--- src/rtl/ksa_engine.sv ---
// ksa_engine: RC4-style key-scheduling engine driving an external
// synchronous state memory (one read latency cycle). The engine first fills
// the memory with the identity permutation, then performs the keyed swap
// pass one location at a time and pulses fin_strobe when the pass ends.
module ksa_engine #(
  parameter int ADDR_W    = 8,
  parameter int KEY_BYTES = 3
) (
  input  logic                   clk,
  input  logic                   rst,
  input  logic                   start,
  input  logic [8*KEY_BYTES-1:0] key,
  output logic [ADDR_W-1:0]      address,
  output logic [7:0]             data,
  output logic                   wr_en,
  input  logic [7:0]             mem_q,
  output logic                   task_on,
  output logic                   fin_strobe
);

  localparam int DEPTH = 2 ** ADDR_W;
  localparam int KI_W  = (KEY_BYTES > 1) ? $clog2(KEY_BYTES) : 1;
  localparam logic [ADDR_W-1:0] I_LAST  = ADDR_W'(DEPTH - 1);
  localparam logic [KI_W-1:0]   KI_LAST = KI_W'(KEY_BYTES - 1);

  typedef enum logic [3:0] {
    S_IDLE = 4'd0,
    S_INIT = 4'd1,
    S_RDI  = 4'd2,
    S_LDI  = 4'd3,
    S_RDJ  = 4'd4,
    S_LDJ  = 4'd5,
    S_WRI  = 4'd6,
    S_WRJ  = 4'd7,
    S_DONE = 4'd8
  } state_t;

  state_t                 state_q;
  logic [ADDR_W-1:0]      i_q;
  logic [ADDR_W-1:0]      j_q;
  logic [KI_W-1:0]        kidx_q;     // tracks i mod KEY_BYTES without a divider
  logic [8*KEY_BYTES-1:0] key_q;
  logic [7:0]             si_q;
  logic [ADDR_W-1:0]      address_q;
  logic [7:0]             data_q;     // also serves as the sj holding register
  logic                   wr_en_q;
  logic                   task_on_q;
  logic                   fin_q;

  logic [7:0]             key_byte_s;
  logic [ADDR_W-1:0]      i_inc_s;
  logic [ADDR_W-1:0]      j_d;

  // Select key byte kidx_q (byte 0 is the most significant byte) as an AND-OR mux.
  always_comb begin
    key_byte_s = 8'h00;
    for (int b = 0; b < KEY_BYTES; b++) begin
      key_byte_s = key_byte_s |
                   (key_q[8*(KEY_BYTES-1-b) +: 8] & {8{kidx_q == KI_W'(b)}});
    end
  end

  // Next i and next j; the cast truncation implements the mod-DEPTH wrap.
  always_comb begin
    i_inc_s = i_q + ADDR_W'(1);
    j_d     = ADDR_W'(8'(j_q) + mem_q + key_byte_s);
  end

  // Control FSM; every output is a register loaded on entry to its state.
  always_ff @(posedge clk) begin
    if (!rst) begin
      state_q   <= S_IDLE;
      i_q       <= '0;
      j_q       <= '0;
      kidx_q    <= '0;
      key_q     <= '0;
      si_q      <= 8'h00;
      address_q <= '0;
      data_q    <= 8'h00;
      wr_en_q   <= 1'b0;
      task_on_q <= 1'b0;
      fin_q     <= 1'b0;
    end else begin
      case (state_q)
        S_IDLE: begin
          if (start) begin
            key_q     <= key;
            i_q       <= '0;
            j_q       <= '0;
            kidx_q    <= '0;
            address_q <= '0;
            data_q    <= 8'h00;
            wr_en_q   <= 1'b1;
            task_on_q <= 1'b1;
            state_q   <= S_INIT;
          end else begin
            wr_en_q   <= 1'b0;
            task_on_q <= 1'b0;
            fin_q     <= 1'b0;
          end
        end
        S_INIT: begin
          if (i_q == I_LAST) begin
            i_q       <= '0;
            address_q <= '0;
            wr_en_q   <= 1'b0;
            state_q   <= S_RDI;
          end else begin
            i_q       <= i_inc_s;
            address_q <= i_inc_s;
            data_q    <= 8'(i_inc_s);
          end
        end
        S_RDI: begin
          state_q <= S_LDI;
        end
        S_LDI: begin
          // mem_q now holds S[i]; j moves and the read of S[j] is issued.
          si_q      <= mem_q;
          j_q       <= j_d;
          address_q <= j_d;
          state_q   <= S_RDJ;
        end
        S_RDJ: begin
          state_q <= S_LDJ;
        end
        S_LDJ: begin
          address_q <= i_q;
          data_q    <= mem_q;
          wr_en_q   <= 1'b1;
          state_q   <= S_WRI;
        end
        S_WRI: begin
          address_q <= j_q;
          data_q    <= si_q;
          state_q   <= S_WRJ;
        end
        S_WRJ: begin
          wr_en_q <= 1'b0;
          if (i_q == I_LAST) begin
            fin_q   <= 1'b1;
            state_q <= S_DONE;
          end else begin
            i_q       <= i_inc_s;
            address_q <= i_inc_s;
            kidx_q    <= (kidx_q == KI_LAST) ? '0 : kidx_q + KI_W'(1);
            state_q   <= S_RDI;
          end
        end
        S_DONE: begin
          fin_q     <= 1'b0;
          task_on_q <= 1'b0;
          state_q   <= S_IDLE;
        end
        default: begin
          wr_en_q   <= 1'b0;
          task_on_q <= 1'b0;
          fin_q     <= 1'b0;
          state_q   <= S_IDLE;
        end
      endcase
    end
  end

  assign address    = address_q;
  assign data       = data_q;
  assign wr_en      = wr_en_q;
  assign task_on    = task_on_q;
  assign fin_strobe = fin_q;

endmodule

--- config.mk ---
export PLATFORM = sky130hd
export DESIGN_NAME = ksa_engine
export DESIGN_NICKNAME = d
export VERILOG_FILES = /design/src/rtl/ksa_engine.sv
export SDC_FILE = /design/constraint.sdc
export NUM_CORES = 1
export LEC_CHECK = 0
export ABC_CLOCK_PERIOD_IN_PS = 2650
export CORE_MARGIN = 10
export CORE_UTILIZATION = 34
export DETAILED_ROUTE_END_ITERATION = 10
export GPL_ROUTABILITY_DRIVEN = 0
export GPL_TIMING_DRIVEN = 0
export SYNTH_ARGS = -nofsm -noshare
export SYNTH_HDL_FRONTEND = slang
export SYNTH_SLANG_ARGS = --single-unit
--- constraint.sdc ---
create_clock -name clk -period 2.65 [get_ports clk]
set_input_delay 0.3975 -clock clk [delete_from_list [all_inputs] [get_ports clk]]
set_output_delay 0.3975 -clock clk [all_outputs]
set_load 0.02 [all_outputs]
-- After elaboration in Yosys (flattened, before gate mapping)
Index checks and enable logic that the tools add are counted.
- reduce and logical (&&, ||, !) cells: 19
- add/sub/neg operators: 4
- bitwise operators: 7
- eq/ne operators: 17
- muxes and demuxes: 22
- operator list (operator ; count):
    $pmux W8 S6 ; 1
    $pmux W4 S8 ; 1
    $pmux W8 S4 ; 1
    $and A8 B8 Y8 ; 3
    $mux W8 ; 3
    $pmux W8 S3 ; 1
    $add A8 B8 Y8 ; 2
    $eq A4 B3 Y1 const B ; 4
    $or A8 B8 Y8 ; 2
    $pmux W8 S2 ; 1
    $reduce_and A3 Y1 ; 5
    $mux W4 ; 3
    $ne A2 B2 Y1 const B ; 6
    $add A8 B1 Y8 const B ; 1
    $eq A4 B2 Y1 const B ; 2
    $eq A8 B8 Y1 const B ; 1
    $reduce_and A2 Y1 ; 4
    $reduce_or A7 Y1 ; 1
    $mux W2 ; 3
    $reduce_bool A6 Y1 ; 1
    $reduce_or A6 Y1 ; 1
    $reduce_or A5 Y1 ; 1
    $eq A4 B1 Y1 const B ; 1
    $eq A4 B4 Y1 const B ; 1
    14 further kinds ; 19
- input bits: 35
- register bits: 73
- word-level logic and storage cells: 80

-- Longest topological paths before layout
Gate-level depths: netlist (run 1).
- depth after elaboration: 6
- mapped depth: 12

-- Worst setup path after synthesis (run 1)
OpenSTA, ideal clock, no wires.
- path kind: flip-flop to flip-flop
- start: reg kidx_q[1]
- end: reg address_q[5], in the netlist address[5]
- cell stages (with the launch flop): 12
- period minus slack after synthesis: 2849 ps
- arrival time: 2718 ps
- data required time: 2519 ps
- path buffers: 1
- setup time: 131 ps
- setup slack: -199 ps
- cell sequence: dfxtp_1 -> buf_2 -> mux2i_1 -> o21ai_0 -> fa_1 -> ha_1 -> fa_1 -> a21o_1 -> a211oi_1 -> nor2_1 -> nor4b_1 -> nor3_1
- word-level cells in the longest chain between the ends: 6
- elaborated cells on any way between the ends: 10
- ends and longest elaborated chain (what ; RTL line ; text):
    start: declaration ; 41 ; logic [KI_W-1:0] kidx_q;
    start signal: assignment ; 146 ; kidx_q <= (kidx_q == KI_LAST) ? '0 : kidx_q + KI_W'(1);
    $eq A2 B1 Y1 / $logic_not A2 Y1 (equally long branches) ; 59 ; (key_q[8*(KEY_BYTES-1-b) +: 8] & {8{kidx_q == KI_W'(b)}});
    $and A8 B8 Y8 ; 59 ;
    $or A8 B8 Y8 ; 58 ; key_byte_s = key_byte_s |
    $or A8 B8 Y8 * ; 58 ;
    $add A8 B8 Y8 * ; 66 ; j_d = ADDR_W'(8'(j_q) + mem_q + key_byte_s);
    $pmux W8 S6 * ; 84 ; case (state_q)
    end signal: assignment ; 110 ; address_q <= i_inc_s;
    end signal: assignment ; 121 ; address_q <= j_d;
    end signal: assignment ; 128 ; address_q <= i_q;
    end: declaration ; 44 ; logic [ADDR_W-1:0] address_q;
Every way passes the cells marked *; elsewhere a longest branch is shown, timed or not.
A chain may end at the register's enable or synchronous reset.

-- Worst setup path in the final report (run 1)
- start: reg kidx_q[1]
- end: reg address_q[6], in the netlist address[6]
The elaborated chain is that of the path after synthesis.

==> results of run 1 <==
-- placed cells by master, fill, tap and decap left out, drive strengths merged, types with 2 or more instances in the layout --
cell           netlist  final
a221oi               4      4
nand3                8      8
or2                  2      2
nor2b                4      4
fa                   8      8
a41oi                3      3
xnor2                8      8
or3                  2      2
mux2i               15     15
o22ai                2      2
xor2                 4      4
clkinvlp             0      2
a21o                 2      2
nor3                 7      7
a21boi               2      2
nor2                36     36
clkbuf              21     29
inv                  5      9
o21ai               23     23
dfxtp               73     73
nor4b                2      2
a211oi              10     10
and4bb               3      3
a21oi               64     64
buf                 14     24
a22oi               13     13
nand2b               2      2
and3                 6      6
a222oi               4      4
a311oi               2      2
nand2               96     96
clkdlybuf4s50        0     53
ha                   7      7
nand4                2      2
-- power by group --
group	internal [uW]	switching, uW
sequential	1150	30.3
combinational	219	278
clock	652	534
-- cells by family after synthesis --
family | count (synthesis)
simple gates | 179
compound gates | 137
flops | 73
buf+inv | 40
mux | 15
fa+ha+maj | 15
xor+xnor | 12
-- critical path, stage by stage, from the launching register on --
cell and delay [ns]:
sky130_fd_sc_hd__dfxtp_2 0.34, sky130_fd_sc_hd__buf_8 0.13, sky130_fd_sc_hd__mux2i_4 0.25, sky130_fd_sc_hd__o21ai_2 0.10, sky130_fd_sc_hd__fa_1 0.61, sky130_fd_sc_hd__buf_4 0.14
sky130_fd_sc_hd__ha_4 0.19, sky130_fd_sc_hd__a211oi_2 0.21, sky130_fd_sc_hd__o21bai_1 0.10, sky130_fd_sc_hd__a21oi_2 0.18, sky130_fd_sc_hd__mux2i_2 0.33, sky130_fd_sc_hd__a41oi_2 0.17
-- metal layers --
layer / part of all wire, % / up-vias
li1: - / 1814
met1: 44 / 1732
met2: 48 / 141
met3: 6.5 / 12
met4: 1.4 / 0
met5: 0 / -
-- cell type report --
type	count	area share (%)
Inverter	5	0.373
Sequential cell	73	29.0
Tap cell	140	3.48
Multi-Input combinational cell	358	46.2
Buffer	35	3.35
Clock buffer	9	4.47
Clock inverter	7	1.22
Timing Repair Buffer	62	11.9
-- per-stage QoR --
stage	util, %	TNS [ns]	total power (uW)	cell area [sq um]	hold WS, ns
after floorplan	-	0	1480	3860	0.436
after global placement	41.7	-2.92	1660	4560	0.442
after detailed placement	41.7	-2.94	1670	4560	0.448
after CTS	45.2	-1.17	2840	4940	0.456
after global routing	46.1	-1.87	2960	5040	0.469
final	46.1	-1.20	2860	5040	0.454
-- state kept, by name, summed over array words and instances (netlist names) --
signal	cells
key_q	24
fin_strobe	1
state_q	4
address	8
j_q	8
i_q	8
task_on	1
kidx_q	2
si_q	8
data	8
wr_en	1
-- final timing paths --
check / from / endpoint / depth (start not counted)
worst min register to register: key_q[13] / key_q[13] / 2
worst max-delay path: kidx_q[1] / address[6] / 11
worst min-delay path: key_q[13] / key_q[13] / 2
worst max register to register: kidx_q[1] / address[6] / 11
-- what timing repair did --
item | in CTS | in global routing
gates resized for setup | 18 | 15
hold buffers | 0 | 0
setup endpoints to repair | 10 | 8
buffers inserted | 4 | 5
pin swaps | 6 | 15
==> impl_metrics.yaml, run 1 <==
layout:
  antenna_diode_count: 0
  layout.cells.non_filler: 689
  sequential_cell_area_sq_um: 1460
  multi_input_comb_area_sq_um: 2330
  fillCellCount: 1095
  area_growth_pct: 31.2
  finish.net_count: 594
  layout_cell_share_with_drive_strength_beyond_1_pct: 13.1
sta:
  endpoints_failing_hold: 0
  fin_skew_ns: 0.00688
  post-route-period-util_pct: 111
  relSlewSlack_pct: 53.1
  final_critical_path_setup_slack_ns: -0.285
  final.min_clock_period_ns: 2.94
  setup_viol_count_final: 6
  fmax_mhz: 341
  maxSlewViolCount: 0
  actual_transition_at_the_worst_max_transition_pin_ns: 0.704
  rsz0062_at_grt: "true"
placed_design:
  detailed_place_hpwl_um: 9070
  portBuffers: 53
  placedCellCount: 664
  placement.setup.worst_slack_ns: -0.551
critical_path:
  worstSetupPathType: "reg2reg"
  crit_path_capture_type: "flip-flop"
  critical_path_peak_fanout: 6
  rrSetupSlack_ns: -0.29
  critical_path_arrival_ns: 3.12
  critPathRequiredTime_ns: 2.83
  timing.critical_path.from_type: "flip-flop"
synth:
  synth_area_leaders: "sky130_fd_sc_hd__dfxtp_1, sky130_fd_sc_hd__nand2_1, sky130_fd_sc_hd__a21oi_1"
  postSynthRegisterBits: 73
  synth_compound_area_share_pct: 22.3
  post_synth_fa_ha_maj_area_fraction_pct: 6.45
  synth_sequential_area_ratio_pct: 38.1
  synth_enable_flop_cells: 0
  synthTopCellsByCount: "sky130_fd_sc_hd__nand2_1, sky130_fd_sc_hd__dfxtp_1, sky130_fd_sc_hd__a21oi_1"
  netlist_area_sq_um: 3840
  synthCells: 471
  synth_cell_types: 58
  yosys-mux-area-fraction_pct: 3.91
  synth_warnings: 0
  main_combinational_cell_family_by_area_after_synthesis: "compound AO/OA/AOI/OAI gates"
  async_flop_share_pct: 0
  synth.most_common_cell: "sky130_fd_sc_hd__nand2_1"
  synth.net_count: 521
  synth-main-ff-cell: "sky130_fd_sc_hd__dfxtp_1"
  xor_xnor_fraction_of_synth_area_pct: 2.74
  yosysTopAreaCell: "sky130_fd_sc_hd__dfxtp_1"
  netlist.area_leader.share_pct: 38.1
  avg_synthesized_cell_area_sq_um: 8.15
  synth_simple_gate_area_share_pct: 22.1
detailed_routing:
  post_route_wl_um: 12100
  detail_route.drc_violations: 0
  via_per_inst: 5.37
  first_pass_iters: 5
  wire_per_inst_um: 17.5
  vias: 3699
  first_iter_violations: 332
  ant_nets: 0
global_route:
  antenna_violations_before_repair: 0
  globalRouteTotalUtil_pct: 14.6
  grt_util_met1_pct: 17.9
  grt-ovfl-total: 0
  met2_usage_in_global_routing_pct: 25.0
  grt_pass1_wl_um: 19200
  grt_start_max_net_pins: 16
  globalRoute.busiestLayer: "met2"
  grt_pass1_vias: 3680
  met3_global_route_usage_pct: 3.44
floorplanning:
  initial_utilization_pct: 35.1
  fp.dieH_um: 126
  chipWidth_um: 126
  rows: 38
  core_area_sq_um: 10900
  dieArea_sq_um: 15900
  io-pin-count: 54
clocking:
  clk_root_buffer_cell: "sky130_fd_sc_hd__clkbuf_16"
  tritoncts: "done"
  htree_num_levels: 3
  max-clock-path-buffers: 2
  tritoncts_buffer_count: 9
  clkTransAtPathRegs_ns: 0.06
  clkLatencyLatePin_ns: 0.34
  cts.sinks: 73
job:
  timing.max_cap.violations: 0
power:
  power.static_leakage_uw: 0.00183
  max-vdd-ir-drop_mv: 0.270
  power_per_cell_area_nw_per_um2: 568
outcome:
  outcome: "finished with violations"
  failed_checks: "negative setup slack"
hold_path:
  timing.hold.worst.class: "reg2reg"
(Power assumes the default switching activity.)
==> run 2: changes to the inputs <==
- CORE_UTILIZATION: 34 -> 49
- PLACE_DENSITY: unset -> 0.86
==> run 2 against run 1 <==
The run still ends with negative setup slack left. Clock-buffer cell count is 1 higher. Via count is 4.6% higher. Critical path depth stayed put. Cell area is 1.6% lower. Clock power is 13% lower. First-iteration DRC count is 47% higher. Register-to-register slack worse by 0.04 ns. Flip-flop and latch count stayed put. Sequential share of layout area is 0.47 points higher.
==> impl_metrics.yaml, run 2 (synthesis results as in run 1) <==
clocking:
  clkLatencyLatePin_ns: 0.37
  max-clock-path-buffers: 2
  clk_root_buffer_cell: "sky130_fd_sc_hd__clkbuf_8"
  tritoncts: "done"
  htree_num_levels: 3
  tritoncts_buffer_count: 9
  clkTransAtPathRegs_ns: 0.09
  cts.sinks: 73
  ctsHoldBuffers: 0
detailed_routing:
  first_pass_iters: 5
  detail_route.drc_violations: 0
  post_route_wl_um: 11900
  wire_per_inst_um: 18.3
  vias: 3869
  ant_nets: 0
  first_iter_violations: 488
  via_per_inst: 5.98
job:
  timing.max_cap.violations: 0
sta:
  final_critical_path_setup_slack_ns: -0.327
  actual_transition_at_the_worst_max_transition_pin_ns: 0.720
  maxSlewViolCount: 0
  post-route-period-util_pct: 112
  hold_ws_ns: 0.455
  rsz0062_at_grt: "true"
  fin_skew_ns: 0.0100
  relSlewSlack_pct: 52.0
  fmax_mhz: 336
  final.min_clock_period_ns: 2.98
  endpoints_failing_hold: 0
  setup_viol_count_final: 7
global_route:
  grt_pass1_vias: 3759
  grt_pass1_wl_um: 18300
  antenna_violations_before_repair: 0
  globalRouteTotalUtil_pct: 19.6
  grt_start_max_net_pins: 15
  grt-ovfl-total: 0
critical_path:
  crit_slowest_cell: "sky130_fd_sc_hd__fa_1"
  critical_path.n_buffers_inverters: 1
  regToRegStartpoint: "kidx_q[1]"
  cp_cell_sequence: "buf_8, mux2i_4, o21ai_2, fa_1, ha_2, fa_2, a211oi_4, o21ai_2, and3_4, mux2i_4, a21oi_1"
  critPathRequiredTime_ns: 2.88
  timing.reg2reg.worst_path_depth: 11
  rrSetupSlack_ns: -0.33
  critical_path_arrival_ns: 3.21
  critical_path_peak_fanout: 6
  crit_path_capture_type: "flip-flop"
  reg2reg_to: "j_q[7]"
  timing.critical_path.from_type: "flip-flop"
  longest_individual_stage_delay_on_the_worst_path_ns: 0.44
  worst_path_dominant_cell_family: "adder cells"
  worstSetupPathType: "reg2reg"
layout:
  largest_reg_flops: 24
  area_growth_pct: 29.1
  antenna_diode_count: 0
  finish.net_count: 590
  layout_commonest_cell: "sky130_fd_sc_hd__nand2_1"
  max_flop_register: "key_q"
  most-common-layout-cells: "sky130_fd_sc_hd__nand2_1, sky130_fd_sc_hd__dfxtp_1, sky130_fd_sc_hd__a21oi_1"
  layout_cell_share_with_drive_strength_beyond_1_pct: 13.6
power:
  power_per_cell_area_nw_per_um2: 549
  switching_power_uw: 783
  power.static_leakage_uw: 0.00180
  p_sw_share_pct: 28.8
  power.sequential.fraction_pct: 43.3
  power.combinational.fraction_pct: 18.5
  max-vdd-ir-drop_mv: 0.288
  cell_internal_pwr_uw: 1940
  power.clock.fraction_pct: 38.2
outcome:
  outcome: "finished with violations"
  failed_checks: "negative setup slack"
floorplanning:
  fp.dieH_um: 109
  initial_utilization_pct: 50.0
  dieArea_sq_um: 11800
  rows: 32
  core_area_sq_um: 7690
  io-pin-count: 54
  chipWidth_um: 109
placed_design:
  placement.setup.worst_slack_ns: -0.545
  portBuffers: 53
  detailed_place_hpwl_um: 8460
hold_path:
  timing.hold.worst.class: "reg2reg"
  hp-start: "wr_en"
  hold_end: "wr_en"
  hold_path_depth: 2
run 2: changes by cell type in the layout (fill, tap and decap cells not counted), sizes merged:
cell / previous run / this run
inv: 9 / 8
buf: 24 / 19
bufinv: 0 / 2
clkbuf: 29 / 31
clkinvlp: 2 / 0
run 2: area by class of cell:
type / count / area, sq um
Sequential cell: 73 / 1460
Clock inverter: 6 / 97.6
Tap cell: 102 / 128
Clock buffer: 10 / 138
Inverter: 5 / 18.8
Fill cell: 634 / 2730
Buffer: 35 / 175
Multi-Input combinational cell: 358 / 2370
Timing Repair Buffer: 58 / 568
run 2: repair_timing:
action                     4_1_cts  5_1_grt
setup buffers                    4        1
setup endpoints to repair        9        9
resized for setup               21       20
pin swaps                        9       10
run 2: per-layer routing:
layer	wire (um)	part of all wire (%)	track usage [%]	vias up
li1	-	-	-	1810
met1	4470	38	21.7	1755
met2	5690	48	33.0	248
met3	1050	8.9	5.23	56
met4	633	5.3	12.0	0
met5	0	0	0	-
run 2: stage by stage:
step	cells	total power, uW	TNS (ns)	instance area (sq um)	utilization [%]
after floorplan	471	1480	0	3860	-
after global placement	626	1640	-2.45	4520	58.7
after detailed placement	626	1660	-2.85	4520	58.7
after CTS	646	2690	-1.12	4850	63.1
after global routing	647	2810	-2.39	4960	64.5
final	647	2720	-1.84	4960	64.5
run 2: worst reg2reg max path, delay by kind of cell, from the launching register on:
family | cells | cell delay (ns)
flops | 1 | 0.37
simple gates | 1 | 0.19
compound gates | 4 | 0.60
buf+inv | 1 | 0.14
mux | 2 | 0.46
fa+ha+maj | 3 | 1.09
run 2: how the worst max path moves through the flow:
| stage | from | end | cells after the start |
|---|---|---|---|
| after floorplan | kidx_q[1] | address[5] | 11 |
| after global routing | kidx_q[1] | j_q[7] | 11 |
| final | kidx_q[1] | j_q[7] | 11 |
| after CTS | kidx_q[1] | address[6] | 10 |
| after global placement | mem_q[1] | address[7] | 9 |
| after detailed placement | mem_q[1] | address[7] | 9 |
run 2: power groups by stage:
stage	logic [uW]	clock network (uW)	registers [uW]
3_3_place_gp	448	0	1200
5_1_grt	540	1090	1180
3_5_place_dp	460	0	1200
2_1_floorplan	262	0	1220
4_1_cts	474	1040	1180
6_report	503	1040	1180
